`src/rtl/arrow_input_judge_pkg.sv`:
```
// Shared arrow/state codes for the arrow path, plus the press-mask to arrow-code encoder.
package arrow_input_judge_pkg;
  localparam int NUM_ARROWS_BITS = 4;
  localparam int STATE_BITS      = 2;
  localparam int ARROW_W         = NUM_ARROWS_BITS + 1;
  localparam int STATE_W         = STATE_BITS + 1;
  localparam int NUM_BTN         = 4;
  localparam int CNT_W           = 14;

  // Button bit positions inside btn_raw: {up,down,left,right}
  localparam int BTN_UP    = 3;
  localparam int BTN_DOWN  = 2;
  localparam int BTN_LEFT  = 1;
  localparam int BTN_RIGHT = 0;

  localparam logic [ARROW_W-1:0] ARROW_UP         = 5'd10;
  localparam logic [ARROW_W-1:0] ARROW_DOWN       = 5'd11;
  localparam logic [ARROW_W-1:0] ARROW_LEFT       = 5'd12;
  localparam logic [ARROW_W-1:0] ARROW_RIGHT      = 5'd13;
  localparam logic [ARROW_W-1:0] ARROW_UP_DOWN    = 5'd14;
  localparam logic [ARROW_W-1:0] ARROW_UP_LEFT    = 5'd15;
  localparam logic [ARROW_W-1:0] ARROW_UP_RIGHT   = 5'd16;
  localparam logic [ARROW_W-1:0] ARROW_DOWN_LEFT  = 5'd17;
  localparam logic [ARROW_W-1:0] ARROW_DOWN_RIGHT = 5'd18;
  localparam logic [ARROW_W-1:0] ARROW_LEFT_RIGHT = 5'd19;
  localparam logic [ARROW_W-1:0] ARROW_NONE       = 5'd20;
  localparam logic [ARROW_W-1:0] ARROW_INVALID    = 5'd21;

  localparam logic [STATE_W-1:0] STATE_IDLE  = 3'd0;
  localparam logic [STATE_W-1:0] STATE_GAME  = 3'd1;
  localparam logic [STATE_W-1:0] STATE_PAUSE = 3'd2;
  localparam logic [STATE_W-1:0] STATE_OVER  = 3'd3;

  typedef struct packed {
    logic hit;
    logic miss;
  } judge_t;

  // Three or four simultaneous presses have no display code and never match.
  function automatic logic [ARROW_W-1:0] encode_arrow(input logic [NUM_BTN-1:0] m);
    logic [ARROW_W-1:0] c;
    case (m)
      4'b0000: c = ARROW_NONE;
      4'b1000: c = ARROW_UP;
      4'b0100: c = ARROW_DOWN;
      4'b0010: c = ARROW_LEFT;
      4'b0001: c = ARROW_RIGHT;
      4'b1100: c = ARROW_UP_DOWN;
      4'b1010: c = ARROW_UP_LEFT;
      4'b1001: c = ARROW_UP_RIGHT;
      4'b0110: c = ARROW_DOWN_LEFT;
      4'b0101: c = ARROW_DOWN_RIGHT;
      4'b0011: c = ARROW_LEFT_RIGHT;
      default: c = ARROW_INVALID;
    endcase
    return c;
  endfunction
endpackage

```
`src/rtl/arrow_input_judge_if.sv`:
```
// Game-control / scoring bundle between the game controller and the input judge.
interface arrow_input_judge_if;
  import arrow_input_judge_pkg::*;
  logic [STATE_W-1:0] state;
  logic               new_game;
  logic [ARROW_W-1:0] expected_arrow;
  logic [CNT_W-1:0]   score;
  logic [CNT_W-1:0]   comboCount;
  logic               hit;
  logic               miss;

  modport master (output state, new_game, expected_arrow,
                  input  score, comboCount, hit, miss);
  modport slave  (input  state, new_game, expected_arrow,
                  output score, comboCount, hit, miss);
endinterface

```
`src/rtl/arrow_input_judge_debouncer.sv`:
```
// One button: 2-FF synchroniser then a stability counter gating changes of the debounced level.
module button_debouncer #(
  parameter int DEBOUNCE_CYCLES = 500000
) (
  input  logic clk,
  input  logic rst_n,
  input  logic btn_raw_i,
  output logic btn_db_o
);
  localparam int CW = $clog2(DEBOUNCE_CYCLES + 1);

  logic [1:0]    sync_q;
  logic [CW-1:0] cnt_q;
  logic          db_q;

  always_ff @(posedge clk or negedge rst_n) begin
    if (!rst_n) begin
      sync_q <= '0;
      cnt_q  <= '0;
      db_q   <= 1'b0;
    end else begin
      sync_q <= {sync_q[0], btn_raw_i};
      // Level flips on the Nth consecutive disagreeing sample; any agreement restarts the count.
      if (sync_q[1] == db_q) begin
        cnt_q <= '0;
      end else if (cnt_q == CW'(DEBOUNCE_CYCLES - 1)) begin
        db_q  <= sync_q[1];
        cnt_q <= '0;
      end else begin
        cnt_q <= cnt_q + CW'(1);
      end
    end
  end

  assign btn_db_o = db_q;
endmodule

```
`src/rtl/arrow_input_judge.sv`:
```
// Debounces the arrow buttons, accumulates each beat's presses and judges them against the shown arrow.
module arrow_input_judge
  import arrow_input_judge_pkg::*;
#(
  parameter int DEBOUNCE_CYCLES = 500000,
  parameter int SCORE_MAX       = 9999
) (
  input  logic               clk,
  input  logic               rst_n,
  input  logic               metronome_clk_i,
  input  logic [NUM_BTN-1:0] btn_raw_i,
  arrow_input_judge_if.slave jif
);
  localparam logic [CNT_W-1:0] SAT = CNT_W'(SCORE_MAX);

  logic [NUM_BTN-1:0] db;

  for (genvar g = 0; g < NUM_BTN; g++) begin : g_btn
    button_debouncer #(.DEBOUNCE_CYCLES(DEBOUNCE_CYCLES)) u_db (
      .clk      (clk),
      .rst_n    (rst_n),
      .btn_raw_i(btn_raw_i[g]),
      .btn_db_o (db[g])
    );
  end

  logic [2:0]         met_q;
  logic [NUM_BTN-1:0] attempt_q;
  logic [ARROW_W-1:0] target_q;
  logic [CNT_W-1:0]   score_q, score_d;
  logic [CNT_W-1:0]   combo_q, combo_d;
  judge_t             pulse_q, pulse_d;
  logic               beat, in_game;
  logic [ARROW_W-1:0] code;

  assign beat    = met_q[1] & ~met_q[2];
  assign in_game = (jif.state == STATE_GAME);
  assign code    = encode_arrow(attempt_q | db);

  // Outcome of a judgment, applied only on a beat in STATE_GAME.
  always_comb begin
    pulse_d = '0;
    score_d = score_q;
    combo_d = combo_q;
    if (!(target_q == ARROW_NONE && code == ARROW_NONE)) begin
      if (code == target_q) begin
        pulse_d.hit = 1'b1;
        if (score_q < SAT) score_d = score_q + CNT_W'(1);
        if (combo_q < SAT) combo_d = combo_q + CNT_W'(1);
      end else begin
        pulse_d.miss = 1'b1;
        combo_d      = '0;
      end
    end
  end

  always_ff @(posedge clk or negedge rst_n) begin
    if (!rst_n) begin
      met_q     <= '0;
      attempt_q <= '0;
      target_q  <= ARROW_NONE;
      score_q   <= '0;
      combo_q   <= '0;
      pulse_q   <= '0;
    end else begin
      met_q   <= {met_q[1:0], metronome_clk_i};
      pulse_q <= '0;
      if (jif.new_game) begin
        score_q   <= '0;
        combo_q   <= '0;
        target_q  <= ARROW_NONE;
        attempt_q <= '0;
      end else if (in_game) begin
        if (beat) begin
          pulse_q   <= pulse_d;
          score_q   <= score_d;
          combo_q   <= combo_d;
          target_q  <= jif.expected_arrow;
          // Buttons still held at the beat count toward the next window.
          attempt_q <= db;
        end else begin
          attempt_q <= attempt_q | db;
        end
      end else begin
        attempt_q <= '0;
      end
    end
  end

  assign jif.score      = score_q;
  assign jif.comboCount = combo_q;
  assign jif.hit        = pulse_q.hit;
  assign jif.miss       = pulse_q.miss;
endmodule

```
`src/flat_wrapper.sv`:
```
// flat-port wrapper written by rule: the top's interface ports become plain ports
module arrow_input_judge_flat import arrow_input_judge_pkg::*;
#(
  parameter int DEBOUNCE_CYCLES = 500000,
  parameter int SCORE_MAX       = 9999
)
  (clk, rst_n, metronome_clk_i, btn_raw_i, jif_state, jif_new_game, jif_expected_arrow, jif_score, jif_comboCount, jif_hit, jif_miss);
  arrow_input_judge_if jif_i ();
  input  logic clk;
  input  logic rst_n;
  input  logic metronome_clk_i;
  input  logic [NUM_BTN-1:0] btn_raw_i;
  input wire logic [$bits(jif_i.state)-1:0] jif_state;
  input wire logic [$bits(jif_i.new_game)-1:0] jif_new_game;
  input wire logic [$bits(jif_i.expected_arrow)-1:0] jif_expected_arrow;
  output wire logic [$bits(jif_i.score)-1:0] jif_score;
  output wire logic [$bits(jif_i.comboCount)-1:0] jif_comboCount;
  output wire logic [$bits(jif_i.hit)-1:0] jif_hit;
  output wire logic [$bits(jif_i.miss)-1:0] jif_miss;
  assign jif_i.state = jif_state;
  assign jif_i.new_game = jif_new_game;
  assign jif_i.expected_arrow = jif_expected_arrow;
  assign jif_score = jif_i.score;
  assign jif_comboCount = jif_i.comboCount;
  assign jif_hit = jif_i.hit;
  assign jif_miss = jif_i.miss;
  arrow_input_judge #(.DEBOUNCE_CYCLES(DEBOUNCE_CYCLES), .SCORE_MAX(SCORE_MAX)) u_core (.clk(clk), .rst_n(rst_n), .metronome_clk_i(metronome_clk_i), .btn_raw_i(btn_raw_i), .jif(jif_i));
endmodule
```
`config.mk`:
```
export PLATFORM = sky130hd
export DESIGN_NAME = arrow_input_judge_flat
export DESIGN_NICKNAME = d
export VERILOG_FILES = /design/src/rtl/arrow_input_judge_pkg.sv /design/src/rtl/arrow_input_judge_if.sv /design/src/rtl/arrow_input_judge_debouncer.sv /design/src/rtl/arrow_input_judge.sv /design/src/flat_wrapper.sv
export SDC_FILE = /design/constraint.sdc
export NUM_CORES = 1
export LEC_CHECK = 0
export ABC_CLOCK_PERIOD_IN_PS = 4100
export CORE_ASPECT_RATIO = 0.8
export CORE_MARGIN = 2
export CORE_UTILIZATION = 50
export CTS_BUF_LIST = sky130_fd_sc_hd__clkbuf_8
export CTS_CLUSTER_DIAMETER = 80
export DETAILED_ROUTE_END_ITERATION = 8
export PLACE_DENSITY = 0.69
export SYNTH_ARGS = -nofsm -noshare
export SYNTH_HDL_FRONTEND = slang
export SYNTH_SLANG_ARGS = --single-unit
```
`constraint.sdc`:
```
create_clock -name clk -period 4.1 [get_ports clk]
set_input_delay 0.82 -clock clk [delete_from_list [all_inputs] [get_ports clk]]
set_output_delay 0.82 -clock clk [all_outputs]
set_load 0.02 [all_outputs]
```
==> metrics.txt, run 1 <==
# TYPE chip_impl_metric gauge
chip_impl_metric{name="cts_setup_buffers",unit=""} 0
chip_impl_metric{name="total_negative_slack",unit="ps"} 0
chip_impl_metric{name="postRouteAntennaNets",unit=""} 0
chip_impl_info{name="crit_path_end_kind",value="flop"} 1
chip_impl_metric{name="postSynthAreaPerCell",unit="um2"} 9.50
chip_impl_metric{name="multi_input_area",unit="um2"} 3290
chip_impl_metric{name="max_cap_viol_count",unit=""} 0
chip_impl_metric{name="cellLeakagePower",unit="nW"} 3.29
chip_impl_metric{name="post_cts_hold_buffer_count",unit=""} 0
chip_impl_metric{name="period_share",unit=""} 0.827
chip_impl_metric{name="max_freq",unit="MHz"} 295
chip_impl_metric{name="core.rowCount",unit=""} 37
chip_impl_metric{name="yosysUniqueCellTypes",unit=""} 62
chip_impl_metric{name="timing_hold_violations_final",unit=""} 0
chip_impl_metric{name="detail_route.first_pass.iterations",unit=""} 5
chip_impl_info{name="holdCritPathClass",value="flop to flop"} 1
chip_impl_metric{name="tritoncts.num_buffers",unit=""} 17
chip_impl_metric{name="finalClockSkew",unit="ps"} 13.9
chip_impl_metric{name="cts.sinks",unit=""} 130
chip_impl_metric{name="vias_per_cell",unit=""} 5.66
chip_impl_metric{name="synthesis.instances",unit=""} 708
chip_impl_metric{name="grt_pass1_vias",unit=""} 5068
chip_impl_metric{name="gr-usage-all-layers",unit=""} 0.206
chip_impl_metric{name="cp.arrival",unit="ps"} 3710
chip_impl_metric{name="grt_antenna_before_repair",unit=""} 0
chip_impl_metric{name="antenna-diode-count",unit=""} 0
chip_impl_metric{name="cp.required",unit="ps"} 4420
chip_impl_info{name="commonest_non_fill_non_tap_cell_in_the_layout",value="dfrtp_1"} 1
chip_impl_metric{name="io-pin-count",unit=""} 46
chip_impl_metric{name="gp_congestion",unit=""} 0.788
chip_impl_info{name="commonest_non_fill_non_tap_cells_in_the_layout",value="128 x dfrtp_1, 127 x nor2_1, 48 x nand3_1"} 1
chip_impl_info{name="synth_flop_cell",value="dfrtp_1"} 1
chip_impl_metric{name="synth.yosys.warnings",unit=""} 0
chip_impl_metric{name="netlist_area",unit="um2"} 6730
chip_impl_metric{name="placedInstanceArea",unit="um2"} 7300
chip_impl_metric{name="routed_wirelength",unit="mm"} 13.9
chip_impl_info{name="worst_setup_path_start_kind",value="flop"} 1
chip_impl_metric{name="drt-initial-drc-count",unit=""} 302
chip_impl_metric{name="synth_edf_count",unit=""} 0
chip_impl_metric{name="timing.max_slew.rel_slack",unit=""} 0.327
chip_impl_metric{name="setup_viol",unit=""} 0
chip_impl_metric{name="synth-seq-cells",unit=""} 130
chip_impl_metric{name="floorplan.initialDensity",unit=""} 0.517
chip_impl_metric{name="route.vias.total",unit=""} 5289
chip_impl_metric{name="height_of_the_die",unit="um"} 108
chip_impl_metric{name="global_route_wire_length_before_repair",unit="mm"} 23.8
chip_impl_metric{name="ctsLongestPathBuffers",unit=""} 2
chip_impl_metric{name="syn_nets",unit=""} 732
chip_impl_metric{name="fin_hold_ws",unit="ps"} 350
chip_impl_info{name="cts_tree",value="yes"} 1
chip_impl_metric{name="fin_nets",unit=""} 771
chip_impl_info{name="status",value="completed"} 1
chip_impl_metric{name="die_w",unit="um"} 134
chip_impl_metric{name="finalInstanceArea",unit="um2"} 7710
chip_impl_metric{name="worst_pin_slew",unit="ps"} 1010
chip_impl_metric{name="power_density",unit="nW/um2"} 332
chip_impl_metric{name="clock_tree.htree_level_count",unit=""} 4
chip_impl_metric{name="drt_drc_violations_left",unit=""} 0
chip_impl_metric{name="design.core.area",unit="um2"} 13000
chip_impl_metric{name="seq_area_frac_synth",unit=""} 0.484
chip_impl_metric{name="grt_start_max_net_pins",unit=""} 69
chip_impl_metric{name="clkLatencyLatePin",unit="ps"} 450
chip_impl_metric{name="slew_viol_final",unit=""} 0
chip_impl_metric{name="cts_resized",unit=""} 0
chip_impl_metric{name="cp_max_fo",unit=""} 24
chip_impl_metric{name="post_route_cells_drive_above_1_share",unit=""} 0.0817
chip_impl_metric{name="dp.final_hpwl",unit="mm"} 9.42
chip_impl_info{name="critPathKind",value="flop to flop"} 1
chip_impl_metric{name="port_buffers",unit=""} 45
chip_impl_info{name="rsz0062_at_grt",value="no"} 1
chip_impl_metric{name="wire_per_inst",unit="um"} 14.9
chip_impl_metric{name="asyncSetResetFlopFracSynth",unit=""} 1.00
chip_impl_metric{name="grt-ovfl-total",unit=""} 0
chip_impl_metric{name="die_area",unit="um2"} 14400
chip_impl_metric{name="clk_pin_slew_worst_paths",unit="ps"} 70
chip_impl_metric{name="shortest_period_the_worst_path_allows",unit="ps"} 3390
chip_impl_metric{name="seq_area",unit="um2"} 3260
chip_impl_metric{name="ir_worst_vdd",unit="mV"} 0.270
chip_impl_metric{name="layout-area-overhead-vs-synth",unit="%"} 14.5
chip_impl_info{name="cts_root_buf",value="clkbuf_8"} 1
chip_impl_metric{name="fill_cells",unit=""} 1081
[power breakdown]
group          leakage, nW  internal (mW)  switching [mW]
Sequential            1.77           1.30          0.0156
Combinational         1.32         0.0389          0.0759
Clock                0.200          0.613           0.513
Total                 3.29           1.95           0.605
[worst paths after layout]
| kind | start | endpoint | slack (ps) | cells past startpoint |
|---|---|---|---|---|
| setup / recovery | u_core.g_btn[0].u_db.btn_db_o | u_core.jif.score[6] | 710 | 9 |
| hold / removal | u_core.g_btn[2].u_db.sync_q[0] | u_core.g_btn[2].u_db.sync_q[1] | 350 | 0 |
| setup reg to reg | u_core.g_btn[0].u_db.btn_db_o | u_core.jif.score[6] | 710 | 9 |
| hold reg to reg | u_core.g_btn[2].u_db.sync_q[0] | u_core.g_btn[2].u_db.sync_q[1] | 350 | 0 |
| max in group asynchronous | rst_n | u_core.target_q[2] | 2750 | 2 |
| min in group asynchronous | rst_n | u_core.g_btn[3].u_db.cnt_q[15] | 480 | 1 |
[cells by family (layout without fill, tap and decap cells)]
group,Yosys count,count (layout),share of synthesized area
fa+ha+maj,8,8,0.0149
simple gates,354,354,0.261
xor+xnor,70,70,0.0933
buf+inv,41,92,0.0275
mux,18,18,0.0294
compound gates,87,87,0.0900
flops,130,130,0.484
[critical path, cell delays in order, from the launching register on]
cell and delay (ps):
dfrtp_1 420, or2_1 400, ha_1 390, or2_2 300
a21oi_1 170, o21ai_2 100, a221oi_4 330, nand4_4 340
nor4_1 440, mux2_1 370
[flip-flops by register name, summed over array words and instances, names as in the netlist]
| name | cells |
|---|---|
| u_core.jif.hit | 1 |
| u_core.jif.score | 14 |
| u_core.jif.comboCount | 14 |
| u_core.met_q | 3 |
| u_core.g_btn.u_db.sync_q | 8 |
| u_core.jif.miss | 1 |
| u_core.g_btn.u_db.btn_db_o | 4 |
| u_core.g_btn.u_db.cnt_q | 76 |
| u_core.attempt_q | 4 |
| u_core.target_q | 5 |
[cell usage after synthesis (all sizes together) (2+ instances only)]
master,instances,area (um2)
dfrtp,128,3200
nor2,128,488
nand3,49,250
nand2,45,169
xor2,40,358
xnor2,30,270
nand4,29,196
a21oi,24,124
and3,19,119
nor3,19,95.1
o21ai,19,98.8
clkbuf,18,67.6
nor2b,16,100
nor4,15,93.8
mux2,14,158
inv,13,56.3
a31oi,11,83.8
buf,10,61.3
or2,9,56.3
ha,8,100
nand2b,6,37.5
or3,6,37.5
and4,5,43.8
o31ai,5,37.5
o41ai,5,51.3
mux2i,4,40.0
o2bb2a,4,40.0
a211o,3,26.3
a21o,3,22.5
or4,3,22.5
or4b,3,30.0
dfstp,2,52.6
o22ai,2,12.5
o31a,2,17.5
[metrics by stage]
stage	setup slack (ps)	power (mW)	std cells	utilization
after floorplan	1230	1.40	708	-
after global placement	852	1.45	903	0.561
after detailed placement	778	1.46	903	0.561
after CTS	757	2.58	934	0.592
after global routing	448	2.66	934	0.592
final	711	2.56	934	0.592
[routing by layer]
layer	part of all wire	GRT usage	vias to the layer above
li1	-	-	2562
met1	0.48	0.288	2571
met2	0.45	0.313	143
met3	0.054	0.0523	13
met4	0.012	0.0722	0
met5	0	0	-
[cell type report]
cell class	count	area share
well taps	175	0.0284
clock buffers	18	0.0321
multi-input cells	537	0.427
clock inverters	13	0.0211
inverters	13	0.00731
flip-flops and latches	130	0.422
repair buffers	48	0.0620
(Power assumes the default switching activity.)
==> run 2, diff against run 1 <==
ABC_CLOCK_PERIOD_IN_PS = 3400   (was 4100)
clock period = 3.4 ns   (was 4.1 ns; I/O delays follow)
==> run 2 against run 1 <==
  * Global-route usage is 0.10 points lower
  * Routed wire length is 1.0% lower
  * Via count hardly changed
  * Utilization stayed put
  * Largest cell class unchanged
  * Sequential power is 21% higher
  * Clock skew is 4.2 ps lower
  * Total power is 16% higher
  * Clock power is 9% higher
  * First-iteration DRC count is 15% higher
  * Final area stayed put
==> metrics.txt, run 2 (synthesized netlist as in run 1, its figures left out) <==
# TYPE chip_impl_metric gauge
chip_impl_metric{name="timing_hold_violations_final",unit=""} 0
chip_impl_metric{name="shortest_period_the_worst_path_allows",unit="ps"} 3280
chip_impl_metric{name="tritoncts.num_buffers",unit=""} 17
chip_impl_metric{name="post_route_cells_drive_above_1_share",unit=""} 0.0877
chip_impl_metric{name="routed_wirelength",unit="mm"} 13.8
chip_impl_metric{name="share_comb_of_total_power",unit=""} 0.048
chip_impl_metric{name="grt-ovfl-total",unit=""} 0
chip_impl_metric{name="design.core.area",unit="um2"} 13000
chip_impl_metric{name="route.vias.total",unit=""} 5286
chip_impl_metric{name="vias_per_cell",unit=""} 5.63
chip_impl_metric{name="cellLeakagePower",unit="nW"} 3.29
chip_impl_metric{name="cp.arrival",unit="ps"} 3610
chip_impl_metric{name="largest_register_ffs",unit=""} 76
chip_impl_info{name="crit_path_end_kind",value="flop"} 1
chip_impl_metric{name="detail_route.first_pass.iterations",unit=""} 4
chip_impl_metric{name="m2_gr_usage",unit=""} 0.312
chip_impl_metric{name="preCtsSetupSlack",unit="ps"} 218
chip_impl_metric{name="global_route_wire_length_before_repair",unit="mm"} 23.8
chip_impl_metric{name="grt_antenna_before_repair",unit=""} 0
chip_impl_metric{name="drt_drc_violations_left",unit=""} 0
chip_impl_metric{name="drt-initial-drc-count",unit=""} 346
chip_impl_metric{name="setup_viol",unit=""} 0
chip_impl_metric{name="power_density",unit="nW/um2"} 384
chip_impl_metric{name="core.rowCount",unit=""} 37
chip_impl_info{name="cts_root_buf",value="clkbuf_8"} 1
chip_impl_metric{name="grt_start_max_net_pins",unit=""} 68
chip_impl_metric{name="slew_viol_final",unit=""} 0
chip_impl_metric{name="switchingPower",unit="uW"} 732
chip_impl_info{name="worst_setup_path_start_kind",value="flop"} 1
chip_impl_metric{name="clkLatencyLatePin",unit="ps"} 450
chip_impl_metric{name="gr-usage-all-layers",unit=""} 0.205
chip_impl_metric{name="finalNonFillerCells",unit=""} 939
chip_impl_metric{name="dp.final_hpwl",unit="mm"} 9.54
chip_impl_metric{name="grt_use_met1",unit=""} 0.288
chip_impl_metric{name="gp_congestion",unit=""} 0.862
chip_impl_metric{name="ctsLongestPathBuffers",unit=""} 2
chip_impl_metric{name="max_cap_viol_count",unit=""} 0
chip_impl_metric{name="layout-area-overhead-vs-synth",unit="%"} 14.5
chip_impl_metric{name="worst_slack",unit="ps"} 122
chip_impl_info{name="cts_tree",value="yes"} 1
chip_impl_info{name="commonest_non_fill_non_tap_cells_in_the_layout",value="128 x dfrtp_1, 127 x nor2_1, 48 x nand3_1"} 1
chip_impl_metric{name="power.sequential.fraction",unit=""} 0.536
chip_impl_info{name="critPathKind",value="flop to flop"} 1
chip_impl_metric{name="power_switching_share",unit=""} 0.247
chip_impl_info{name="holdCritPathClass",value="primary input to async pin"} 1
chip_impl_metric{name="total_negative_slack",unit="ps"} 0
chip_impl_info{name="grt-busiest-layer",value="met2"} 1
chip_impl_metric{name="global_route.usage.met3",unit=""} 0.0490
chip_impl_metric{name="clk_pin_slew_worst_paths",unit="ps"} 70
chip_impl_metric{name="finalClockSkew",unit="ps"} 9.69
chip_impl_metric{name="fin_hold_ws",unit="ps"} 189
chip_impl_metric{name="fin_nets",unit=""} 775
chip_impl_metric{name="timing.max_slew.rel_slack",unit=""} 0.416
chip_impl_metric{name="post_cts_hold_buffer_count",unit=""} 0
chip_impl_metric{name="ir_worst_vdd",unit="mV"} 0.263
chip_impl_metric{name="cts.sinks",unit=""} 130
chip_impl_metric{name="floorplan.initialDensity",unit=""} 0.517
chip_impl_metric{name="placedInstanceArea",unit="um2"} 7330
chip_impl_metric{name="period_share",unit=""} 0.964
chip_impl_metric{name="wire_per_inst",unit="um"} 14.7
chip_impl_metric{name="cp_max_fo",unit=""} 24
chip_impl_metric{name="postRouteAntennaNets",unit=""} 0
chip_impl_metric{name="max_freq",unit="MHz"} 305
chip_impl_metric{name="worst_pin_slew",unit="ps"} 869
chip_impl_metric{name="grt_pass1_vias",unit=""} 4995
chip_impl_metric{name="pwr-share-clk",unit=""} 0.416
chip_impl_metric{name="antenna-diode-count",unit=""} 0
chip_impl_metric{name="internal_power",unit="mW"} 2.23
chip_impl_metric{name="dpl.cell_count",unit=""} 907
chip_impl_metric{name="io-pin-count",unit=""} 46
chip_impl_info{name="register_containing_the_most_flip_flops_in_the_final_layout",value="u_core.g_btn.u_db.cnt_q"} 1
chip_impl_info{name="status",value="completed"} 1
chip_impl_info{name="commonest_non_fill_non_tap_cell_in_the_layout",value="dfrtp_1"} 1
chip_impl_metric{name="clock_tree.htree_level_count",unit=""} 4
chip_impl_metric{name="finalInstanceArea",unit="um2"} 7710
chip_impl_metric{name="cp.required",unit="ps"} 3730
chip_impl_metric{name="die_area",unit="um2"} 14400
chip_impl_metric{name="height_of_the_die",unit="um"} 108
chip_impl_metric{name="die_w",unit="um"} 134
chip_impl_metric{name="port_buffers",unit=""} 45
## run 2: cell types whose count changed in the layout (fill, tap and decap cells not counted), sizes merged
| cell | before | now |
|---|---|---|
| buf | 5 | 9 |
| bufinv | 3 | 1 |
| inv | 13 | 15 |
| clkinvlp | 3 | 5 |
| clkinv | 7 | 5 |
| clkbuf | 18 | 19 |
## run 2: layout make-up
cell class                      count  area [um2]
Inverter                           13        56.3
Multi-Input combinational cell    537        3290
Timing Repair Buffer               52         508
Sequential cell                   130        3260
Tap cell                          175         219
Clock buffer                       19         262
Clock inverter                     13         113
Fill cell                        1073        5300
## run 2: path summary, 6_finish.rpt
check,start,end,slack (ps),depth (start not counted)
max,u_core.g_btn[1].u_db.btn_db_o,u_core.jif.score[9],120,9
min,rst_n,u_core.g_btn[3].u_db.cnt_q[12],190,1
max reg2reg,u_core.g_btn[1].u_db.btn_db_o,u_core.jif.score[9],120,9
min reg2reg,u_core.g_btn[1].u_db.sync_q[0],u_core.g_btn[1].u_db.sync_q[1],350,0
max in group asynchronous,rst_n,u_core.target_q[2],2410,2
min in group clk,u_core.g_btn[1].u_db.sync_q[0],u_core.g_btn[1].u_db.sync_q[1],350,0
## run 2: per-layer routing
layer | part of all wire | wire length (um)
met1 | 0.49 | 6750
met3 | 0.049 | 675
met5 | 0 | 0
met2 | 0.45 | 6160
met4 | 0.015 | 209
## run 2: repair_timing
item	CTS	global route
buffers inserted	0	0
endpoints found under the setup margin	0	1
resized for setup	0	1
## run 2: power by group through the flow
stage / registers, mW / logic, mW / clock network, mW
3_5_place_dp: 1.62 / 0.143 / 0
4_1_cts: 1.58 / 0.144 / 1.26
6_report: 1.59 / 0.142 / 1.23
5_1_grt: 1.59 / 0.161 / 1.34
2_1_floorplan: 1.61 / 0.0739 / 0
3_3_place_gp: 1.61 / 0.139 / 0
## run 2: critical path, cell delays in order, from the launching register on
cell	delay, ps
dfrtp_1	430
or2_1	310
ha_1	330
or2_2	300
a21oi_1	160
o21ai_2	100
a221oi_4	350
nand4_4	340
nor4_1	480
mux2_1	370
## run 2: per-stage QoR
step | utilization | total power, mW
3_3_place_gp | 0.563 | 1.75
3_5_place_dp | 0.563 | 1.76
5_1_grt | 0.592 | 3.08
6_report | 0.592 | 2.96
4_1_cts | 0.592 | 2.99
2_1_floorplan | - | 1.69
